<file path="src/rtl/huffman_enc_gen.sv">
// Parametrised Huffman encoder: histograms a frame of symbols 1..N_SYM, then builds the code tree by
// repeated two-smallest merges. Optional macro HUFF_ZERO_SKIP_EN keeps zero-count symbols out of the tree.
module huffman_enc_gen #(
   parameter int N_SYM  = 6,
   parameter int DATA_W = 8,
   parameter int CNT_W  = 8,
   parameter int CODE_W = 8
) (
   input  logic                      clk,
   input  logic                      reset,
   input  logic                      gray_valid,
   input  logic [DATA_W-1:0]         gray_data,
   output logic                      cnt_valid,
   output logic [N_SYM*CNT_W-1:0]    cnt,
   output logic                      code_valid,
   output logic [N_SYM*CODE_W-1:0]   hc,
   output logic [N_SYM*CODE_W-1:0]   mask
);
   localparam int WW = CNT_W + $clog2(N_SYM);
   localparam int IW = $clog2(N_SYM);

   if (CODE_W < N_SYM - 1) begin : g_code_w_chk
      $error("huffman_enc_gen: CODE_W must be >= N_SYM-1");
   end
   if (N_SYM < 2 || N_SYM > 16) begin : g_n_sym_chk
      $error("huffman_enc_gen: N_SYM must be in 2..16");
   end

   typedef enum logic [2:0] {
      S_IDLE, S_COUNT, S_CNTDONE, S_SCAN, S_MERGE, S_DONE
   } state_t;

   state_t            state_q, state_d;
   logic [IW-1:0]     idx_q, idx_d;
   logic [IW-1:0]     round_q, round_d;
   logic [CNT_W-1:0]  cnt_q [N_SYM];
   logic [CNT_W-1:0]  cnt_d [N_SYM];
   logic [CODE_W-1:0] hc_q [N_SYM];
   logic [CODE_W-1:0] hc_d [N_SYM];
   logic [CODE_W-1:0] mask_q [N_SYM];
   logic [CODE_W-1:0] mask_d [N_SYM];
   logic [WW-1:0]     wt_q [N_SYM];
   logic [WW-1:0]     wt_d [N_SYM];
   logic [IW-1:0]     own_q [N_SYM];
   logic [IW-1:0]     own_d [N_SYM];
   logic [N_SYM-1:0]  act_q, act_d;
   logic [IW-1:0]     s1_q, s1_d, s2_q, s2_d;
   logic [WW-1:0]     w1_q, w1_d, w2_q, w2_d;
   logic              v1_q, v1_d, v2_q, v2_d;

   logic              sym_hit;
   logic [IW-1:0]     sym_idx;
   logic [31:0]       data_ext;
   logic              cur_v1, cur_v2;
   logic [WW-1:0]     cur_w;
   logic [IW-1:0]     lo_id, hi_id;
   logic              single_nz;

   assign data_ext = 32'(gray_data);

   always_comb begin
      sym_hit = 1'b0;
      sym_idx = '0;
      for (int k = 1; k <= N_SYM; k++) begin
         if (data_ext == 32'(k)) begin
            sym_hit = 1'b1;
            sym_idx = IW'(k - 1);
         end
      end
   end

   // The running min pair is discarded at the first scan step of every round.
   assign cur_v1 = v1_q & (idx_q != '0);
   assign cur_v2 = v2_q & (idx_q != '0);
   assign cur_w  = wt_q[idx_q];
   assign lo_id  = (s1_q < s2_q) ? s1_q : s2_q;
   assign hi_id  = (s1_q < s2_q) ? s2_q : s1_q;

`ifdef HUFF_ZERO_SKIP_EN
   logic [N_SYM-1:0] nz_vec;
   for (genvar gi = 0; gi < N_SYM; gi++) begin : g_nz
      assign nz_vec[gi] = |cnt_q[gi];
   end
   assign single_nz = ($countones(nz_vec) == 1);
`else
   assign single_nz = 1'b0;
`endif

   always_comb begin
      state_d = state_q;
      idx_d   = idx_q;
      round_d = round_q;
      cnt_d   = cnt_q;
      hc_d    = hc_q;
      mask_d  = mask_q;
      wt_d    = wt_q;
      own_d   = own_q;
      act_d   = act_q;
      s1_d    = s1_q;
      s2_d    = s2_q;
      w1_d    = w1_q;
      w2_d    = w2_q;
      v1_d    = v1_q;
      v2_d    = v2_q;
      case (state_q)
         S_IDLE: begin
            if (gray_valid) begin
               for (int i = 0; i < N_SYM; i++) cnt_d[i] = '0;
               if (sym_hit) cnt_d[sym_idx] = CNT_W'(1);
               state_d = S_COUNT;
            end
         end
         S_COUNT: begin
            if (gray_valid) begin
               if (sym_hit && (cnt_q[sym_idx] != '1)) cnt_d[sym_idx] = cnt_q[sym_idx] + CNT_W'(1);
            end else begin
               state_d = S_CNTDONE;
            end
         end
         S_CNTDONE: begin
            for (int i = 0; i < N_SYM; i++) begin
               hc_d[i]  = '0;
               mask_d[i] = '0;
               wt_d[i]  = WW'(cnt_q[i]);
               own_d[i] = IW'(i);
`ifdef HUFF_ZERO_SKIP_EN
               act_d[i] = (cnt_q[i] != '0);
               // A lone nonzero symbol never merges, so it gets a 1-bit code up front.
               if (single_nz && (cnt_q[i] != '0)) mask_d[i] = CODE_W'(1);
`else
               act_d[i] = 1'b1;
`endif
            end
            idx_d   = '0;
            round_d = '0;
            state_d = S_SCAN;
         end
         S_SCAN: begin
            v1_d = cur_v1;
            v2_d = cur_v2;
            if (act_q[idx_q]) begin
               // "<=" while scanning upwards makes the higher id win a weight tie.
               if (!cur_v1 || (cur_w <= w1_q)) begin
                  s2_d = s1_q;
                  w2_d = w1_q;
                  v2_d = cur_v1;
                  s1_d = idx_q;
                  w1_d = cur_w;
                  v1_d = 1'b1;
               end else if (!cur_v2 || (cur_w <= w2_q)) begin
                  s2_d = idx_q;
                  w2_d = cur_w;
                  v2_d = 1'b1;
               end
            end
            if (idx_q == IW'(N_SYM - 1)) begin
               idx_d   = '0;
               state_d = S_MERGE;
            end else begin
               idx_d = idx_q + IW'(1);
            end
         end
         S_MERGE: begin
            if (v2_q) begin
               if (own_q[idx_q] == s1_q) begin
                  hc_d[idx_q]   = hc_q[idx_q] | (mask_q[idx_q] + CODE_W'(1));
                  mask_d[idx_q] = {mask_q[idx_q][CODE_W-2:0], 1'b1};
                  own_d[idx_q]  = lo_id;
               end else if (own_q[idx_q] == s2_q) begin
                  mask_d[idx_q] = {mask_q[idx_q][CODE_W-2:0], 1'b1};
                  own_d[idx_q]  = lo_id;
               end
            end
            if (idx_q == IW'(N_SYM - 1)) begin
               if (v2_q) begin
                  wt_d[lo_id]  = w1_q + w2_q;
                  act_d[hi_id] = 1'b0;
               end
               idx_d = '0;
               if (round_q == IW'(N_SYM - 2)) begin
                  state_d = S_DONE;
               end else begin
                  round_d = round_q + IW'(1);
                  state_d = S_SCAN;
               end
            end else begin
               idx_d = idx_q + IW'(1);
            end
         end
         S_DONE: state_d = S_IDLE;
         default: state_d = S_IDLE;
      endcase
   end

   always_ff @(posedge clk or posedge reset) begin
      if (reset) begin
         state_q <= S_IDLE;
         idx_q   <= '0;
         round_q <= '0;
         act_q   <= '0;
         s1_q    <= '0;
         s2_q    <= '0;
         w1_q    <= '0;
         w2_q    <= '0;
         v1_q    <= 1'b0;
         v2_q    <= 1'b0;
         for (int i = 0; i < N_SYM; i++) begin
            cnt_q[i]  <= '0;
            hc_q[i]   <= '0;
            mask_q[i] <= '0;
            wt_q[i]   <= '0;
            own_q[i]  <= '0;
         end
      end else begin
         state_q <= state_d;
         idx_q   <= idx_d;
         round_q <= round_d;
         act_q   <= act_d;
         s1_q    <= s1_d;
         s2_q    <= s2_d;
         w1_q    <= w1_d;
         w2_q    <= w2_d;
         v1_q    <= v1_d;
         v2_q    <= v2_d;
         cnt_q   <= cnt_d;
         hc_q    <= hc_d;
         mask_q  <= mask_d;
         wt_q    <= wt_d;
         own_q   <= own_d;
      end
   end

   assign cnt_valid  = (state_q == S_CNTDONE);
   assign code_valid = (state_q == S_DONE);

   for (genvar gi = 0; gi < N_SYM; gi++) begin : g_pack
      assign cnt[gi*CNT_W +: CNT_W]    = cnt_q[gi];
      assign hc[gi*CODE_W +: CODE_W]   = hc_q[gi];
      assign mask[gi*CODE_W +: CODE_W] = mask_q[gi];
   end

endmodule

</file>
<file path="config.mk">
export PLATFORM = sky130hd
export DESIGN_NAME = huffman_enc_gen
export DESIGN_NICKNAME = d
export VERILOG_FILES = /design/src/rtl/huffman_enc_gen.sv
export SDC_FILE = /design/constraint.sdc
export NUM_CORES = 1
export LEC_CHECK = 0
export BUFFER_PORTS_ARGS = -buffer_cell sky130_fd_sc_hd__buf_2
export CAP_MARGIN = 25
export CORE_ASPECT_RATIO = 1.75
export CORE_MARGIN = 2
export CORE_UTILIZATION = 45
export DETAILED_ROUTE_END_ITERATION = 10
export SLEW_MARGIN = 20
export SYNTH_ARGS = -nofsm -noshare
export SYNTH_HDL_FRONTEND = slang
export SYNTH_SLANG_ARGS = --single-unit
</file>
<file path="constraint.sdc">
create_clock -name clk -period 27.1 [get_ports clk]
set_input_delay 5.42 -clock clk [delete_from_list [all_inputs] [get_ports clk]]
set_output_delay 5.42 -clock clk [all_outputs]
set_load 0.01 [all_outputs]
</file>
# Word level (Yosys, flattened, before mapping)
# Index checks and enable logic that the tools add are counted.
[totals] regBits=273 in_bits=11 out_inout_bits=146 wordCells=202
[op_classes] add_sub_neg=5 magnitude_cmp=12 n_eq_ne=26 mux=87 n_bitwise=8 n_reduce_logical=24
[op_table] cell="2-to-1 mux 48 bit" n=8
[op_table] cell="case mux 48 bit (2 select lines)" n=3
[op_table] cell="bitwise mux 48 bit" n=3
[op_table] cell="2-to-1 mux 66 bit" n=2
[op_table] cell="case mux 66 bit (2 select lines)" n=1
[op_table] cell="binary-select mux 8 bit (select 3 bit)" n=3
[op_table] cell="bitwise mux 66 bit" n=1
[op_table] cell="2-to-1 mux 8 bit" n=8
[op_table] cell="2-to-1 mux 3 bit" n=19
[op_table] cell="2-to-1 mux 11 bit" n=5
[op_table] cell="2-to-1 mux 18 bit" n=3
[op_table] cell="demux 8 bit (select 3 bit)" n=2
[op_table] cell="2-to-1 mux 41 bit" n=1
[op_table] cell="case mux 18 bit (2 select lines)" n=1
[op_table] cell="binary-select mux 11 bit (select 3 bit)" n=1
[op_table] cell="demux 11 bit (select 3 bit)" n=1
[op_table] cell="equality test 8 x 3 -> 1 bit (second input constant)" n=3
[op_table] cell="<= comparator 11 bit" n=2
[op_table] cell="bitwise mux 18 bit" n=1
[op_table] cell="inequality test 2 bit (second input constant)" n=9
[op_table] cell="AND reduction 3 bit" n=6
[op_table] cell="adder 8 x 1 -> 8 bit (second input constant)" n=2
[op_table] cell="equality test 8 x 2 -> 1 bit (second input constant)" n=2
[op_table] cell="case mux 3 bit (5 select lines)" n=1
[op_table] cell="other kinds (35)" n=74

# Depth between registers and ports, before layout
[depth] word_depth=15 mapped_depth=21 mapped_depth_nobuf=14

# Least setup slack after synthesis
# OpenSTA, ideal clock, no wires.
[synth_timing] path_type="input -> register" startpoint="in gray_data[5]" endpoint="reg cnt_q (netlist bit cnt[15])" arrival_time_ns=8.096 t_required_ns=26.978 setup_slack_ns=18.883 cell_stages=11 path_cell_list="or4_1 > or4_1 > o22a_1 > o221ai_2 > ha_1 > inv_1 > nor3_4 > nand2_1 > o31a_1 > o21a_1 > a32o_1"
[synth_between] elab_chain_cells=15 elab_cells_between_ends=35 cone_classes="1 x add/sub; 2 x order compare; 8 x eq/ne; 20 x mux; 1 x bitwise; 3 x reduce/logical"
[synth_rtl] element="start, declared" line="12" text="input logic [DATA_W-1:0] gray_data,"
[synth_rtl] element="equality test 8 x 2 -> 1 bit" line="65" text="if (data_ext == 32'(k)) begin"
[synth_rtl] element="2-to-1 mux 1 bit" line="65"
[synth_rtl] element="2-to-1 mux 3 bit (4 in a row)" line="65"
[synth_rtl] element="inverter 3 -> 4 bit (not written as such)" line="115" text="if (sym_hit && (cnt_q[sym_idx] != '1)) cnt_d[sym_idx] = cnt_q[sym_idx] + CNT_W'(1);"
[synth_rtl] element="binary-select mux 8 bit (select 3 bit) (tied with other cells)" line="115"
[synth_rtl] element="2-to-1 mux 8 bit (not written as such) or logical AND 1 bit (tied branches)" line="115"
[synth_rtl] element="2-to-1 mux 8 bit (not written as such)" line="115"
[synth_rtl] element="adder 8 x 1 -> 8 bit or demux 8 bit (select 3 bit) (tied branches)" line="115"
[synth_rtl] element="bitwise mux 48 bit" line="115"
[synth_rtl] element="2-to-1 mux 48 bit" line="115"
[synth_rtl] element="2-to-1 mux 48 bit" line="114" text="if (gray_valid) begin"
[synth_rtl] element="case mux 48 bit (2 select lines)" line="105" text="case (state_q)"
[synth_rtl] element="end signal, assigned" line="225" text="cnt_q <= cnt_d;"
[synth_rtl] element="end, declared" line="36" text="logic [CNT_W-1:0] cnt_q [N_SYM];"
# Several ways; a longest one is shown, not always the timed one. The select of a mux whose other input is x is not followed.
# A chain may end at the register's enable or synchronous reset.

# Worst setup path in the final report
[layout_timing] startpoint="in gray_data[5]" endpoint="reg cnt_q (netlist bit cnt[40])"
[layout_between] elab_chain_cells=15 elab_cells_between_ends=37 cone_classes="1 x add/sub; 2 x order compare; 8 x eq/ne; 22 x mux; 1 x bitwise; 3 x reduce/logical"
[layout_rtl] element="equality test 8 x 2 -> 1 bit" line="65"
[layout_rtl] element="2-to-1 mux 1 bit" line="65"
[layout_rtl] element="2-to-1 mux 3 bit (4 in a row)" line="65"
[layout_rtl] element="inverter 3 -> 4 bit (not written as such)" line="109, 115"
[layout_rtl] element="binary-select mux 8 bit (select 3 bit) (tied with other cells)" line="115"
[layout_rtl] element="2-to-1 mux 8 bit (not written as such) or logical AND 1 bit (tied branches)" line="115, 109"
[layout_rtl] element="2-to-1 mux 8 bit, on equally long branches" line="115, 109"
[layout_rtl] element="adder 8 x 1 -> 8 bit or demux 8 bit (select 3 bit) (tied branches)" line="115, 109"
[layout_rtl] element="bitwise mux 48 bit" line="115"
[layout_rtl] element="2-to-1 mux 48 bit" line="115"
[layout_rtl] element="2-to-1 mux 48 bit" line="114"
[layout_rtl] element="case mux 48 bit (2 select lines)" line="105"
# Several ways; a longest one is shown, not always the timed one. The select of a mux whose other input is x is not followed.

==> impl_metrics.toml <==
[clock_tree]
cts_buffer_depth = 3
postCtsSetupBuffers = 0
clk_pin_slew_ps = 70
cts-root-buf = "clkbuf_16"
cts_tree = "built"
htree_levels = 1
cts_hold_repair.buffers = 0
cts.sinks = 273
cts_resized = 0
numCtsBuffers = 26
clkLatencyLatePin_ps = 560

[status]
status = "finished clean"

[sta]
setup_violations = 0
min_period_ps = 8550
fmax_ghz = 0.117
hold_violations = 0
fin_skew_ps = 20.3
setup_tns_ps = 0
worst_pin_slew_ps = 1050
slew_viol_final = 0
fin_crit_sh = 0.316
slew_headroom = 0.296
rsz0062_at_grt = "no"

[global_route]
antenna_found_initial = 0
grt_pass1_vias = 12691
overflow = 0
grt_usage = 0.298
grt_pass1_wl_mm = 77.5
grt_max_degree = 133

[cells_and_area]
nets = 1616
antennaDiodeCount = 0
area.growth.synth_to_final_pct = 14.7
multiInputGateArea_sq_um = 7180
drive_above_1_share = 0.189
instances_no_fill = 1984
ff_latch_area_sq_um = 6840
fillers = 2997

[worst_hold_path]
holdPathStages = 2
min_path_type = "reg2reg"

[routing]
drcViolationCount = 0
wl_per_cell_um = 25.6
drt_wl_total_mm = 50.7
via_count = 12500
dr.first_iter.drc_count = 892
firstDrtPassIters = 6
ant_nets = 0
drt-vias-per-instance = 6.30

[critical_path]
cpPeakStageDelay_ps = 600
end_kind = "register"
cp.arrival_ps = 8990
path_cells = "buf_2 -> or4_1 -> or4_1 -> o22a_1 -> o221ai_2 -> ha_1 -> inv_1 -> nor3_4 -> nand2_1 -> o31a_1 -> a21boi_1 -> a22o_1"
cp_common_cell = "or4_1"
startpoint_type = "primary input"
r2r_cells = 11
worstSetupPathType = "in2reg"
crit_fanout = 12
worstPathRequired_ps = 27540
slowest_stage = "or4_1"

[yosys]
syn_nets = 1476
async_flop_share = 1.00
synthFlopType = "dfrtp_1"
synthCells = 1424
synth.avg_cell_area_sq_um = 10.2
yosysWarningCount = 0
synth_edf_count = 0
synth-seq-cells = 273
synth_seq_area_share = 0.470
synth.cell_area_sq_um = 14500
yosysUniqueCellTypes = 80

[floorplanning]
floorplan.initialDensity = 0.454
die_h_um = 242
core_area_sq_um = 32000
dieArea_sq_um = 33800
rows = 87
fp.dieW_um = 140
boundaryPins = 157

[placed_design]
dp_hpwl_mm = 37.3
gp_congestion = 0.924
dpl.cell_count = 1933
port_buffers = 156

[power]
leakage_nw = 8.01
p_sw_w = 0.000179
p_seq_frac = 0.498
clock_power_share = 0.482
combPwrFrac = 0.020
power.density_nw_per_um2 = 49.1
ir_drop_v = 0.0000503
intPower_w = 0.000639
swShare = 0.219

[flow_run]
drv_cap = 0
## layer usage
layer | share of wire | wire [um] | up-vias | global-route usage
met1 | 0.35 | 17500 | 6278 | 0.321
met3 | 0.048 | 2460 | 134 | 0.0289
met2 | 0.55 | 27900 | 497 | 0.568
li1 | - | - | 5591 | -
met5 | 0 | 0 | - | 0
met4 | 0.056 | 2840 | 0 | 0.150
## critical path: cells and delay by family
kind | cells | cell delay (ps)
AO/OA/AOI/OAI | 5 | 1650
adder cells (fa/ha/maj) | 1 | 270
AND/OR/NAND/NOR | 4 | 1450
buffers and inverters | 2 | 210
## cells in the final DEF, fill, tap and decap left out, types with 10 or more instances in the layout
cell type / count
dfrtp_1: 271
nand2_1: 199
buf_2: 156
o21ai_0: 116
a22o_1: 79
a21oi_1: 75
nor2_1: 74
inv_1: 55
ha_1: 40
a22oi_1: 37
o2bb2ai_1: 36
mux2i_1: 33
mux4_2: 31
clkbuf_16: 27
buf_4: 24
nor3_1: 21
o22ai_1: 19
o21a_1: 18
xnor2_1: 17
nand3_1: 16
a31oi_1: 16
a221o_1: 13
nand2b_1: 12
and3_1: 12
xor2_1: 10
o211ai_1: 10
a21o_1: 10
clkbuf_8: 10
## kinds of logic (layout without fill, tap and decap cells)
logic type / Yosys count / count (layout) / synth area share
compound gates: 497 / 497 / 0.240
xor+xnor: 27 / 27 / 0.0163
flops: 273 / 273 / 0.470
fa+ha+maj: 41 / 41 / 0.0358
mux: 73 / 73 / 0.0777
buf+inv: 127 / 287 / 0.0372
simple gates: 386 / 386 / 0.124
## per-stage QoR
stage / total power [W] / util / hold WS (ps) / setup slack [ps] / area, sq um
floorplan: 0.000426 / - / 445 / 14160 / 14500
global placement: 0.000431 / 0.490 / 458 / 18090 / 15700
detailed placement: 0.000431 / 0.490 / 465 / 18040 / 15700
CTS: 0.000823 / 0.519 / 480 / 18610 / 16600
global route: 0.000841 / 0.521 / 502 / 18320 / 16700
finish: 0.000819 / 0.521 / 477 / 18550 / 16700
## layout make-up
| type | count | area share |
|---|---|---|
| sequential | 273 | 0.410 |
| tap | 400 | 0.0300 |
| clock inverter | 9 | 0.00645 |
| inverter | 56 | 0.0131 |
| timing repair buffer | 183 | 0.0609 |
| clock buffer | 39 | 0.0492 |
| multi-input combinational | 1024 | 0.430 |
## path summary, 6_finish.rpt
kind | slack (ps) | to | start
max reg2reg | 21600 | s2_q[1] | idx_q[0]
min in group asynchronous | 4820 | w1_q[5] | reset
max in group asynchronous | 20500 | idx_q[0] | reset
min | 480 | wt_q[36] | wt_q[36]
max | 18550 | cnt[40] | gray_data[5]
min reg2reg | 480 | wt_q[36] | wt_q[36]
## power by group through the flow
stage | combinational, W | clock [W] | sequential [W]
floorplan | 0.0000104 | 0 | 0.000415
global route | 0.0000186 | 0.000415 | 0.000407
detailed placement | 0.0000159 | 0 | 0.000415
finish | 0.0000163 | 0.000395 | 0.000407
global placement | 0.0000157 | 0 | 0.000415
CTS | 0.0000159 | 0.000400 | 0.000407
## state kept, by name, summed over array words and instances, names as in the netlist, 6 cells and up
| signal | count |
|---|---|
| hc | 48 |
| own_q | 18 |
| act_q | 6 |
| w2_q | 11 |
| mask | 48 |
| w1_q | 11 |
| wt_q | 66 |
| cnt | 48 |
## synthesized netlist by cell type, drive strengths merged (12+ instances only)
cell     number  share of area
nand2       202          0.052
clkbuf       43          0.011
a21oi        75          0.026
a22oi        37          0.019
nand2b       12         0.0052
a22o         79          0.048
a31oi        16         0.0069
inv          56          0.014
ha           40          0.034
o2bb2ai      36          0.022
nor2         76          0.020
nand3        16         0.0055
o22ai        19         0.0082
dfrtp       273           0.47
o21a         18         0.0093
mux4         31          0.048
a221o        13         0.0089
buf          28          0.012
mux2i        33          0.023
and3         12         0.0052
xnor2        17          0.010
o21ai       131          0.050
nor3         29          0.014
Note: power is estimated with default switching activity, not from simulation.
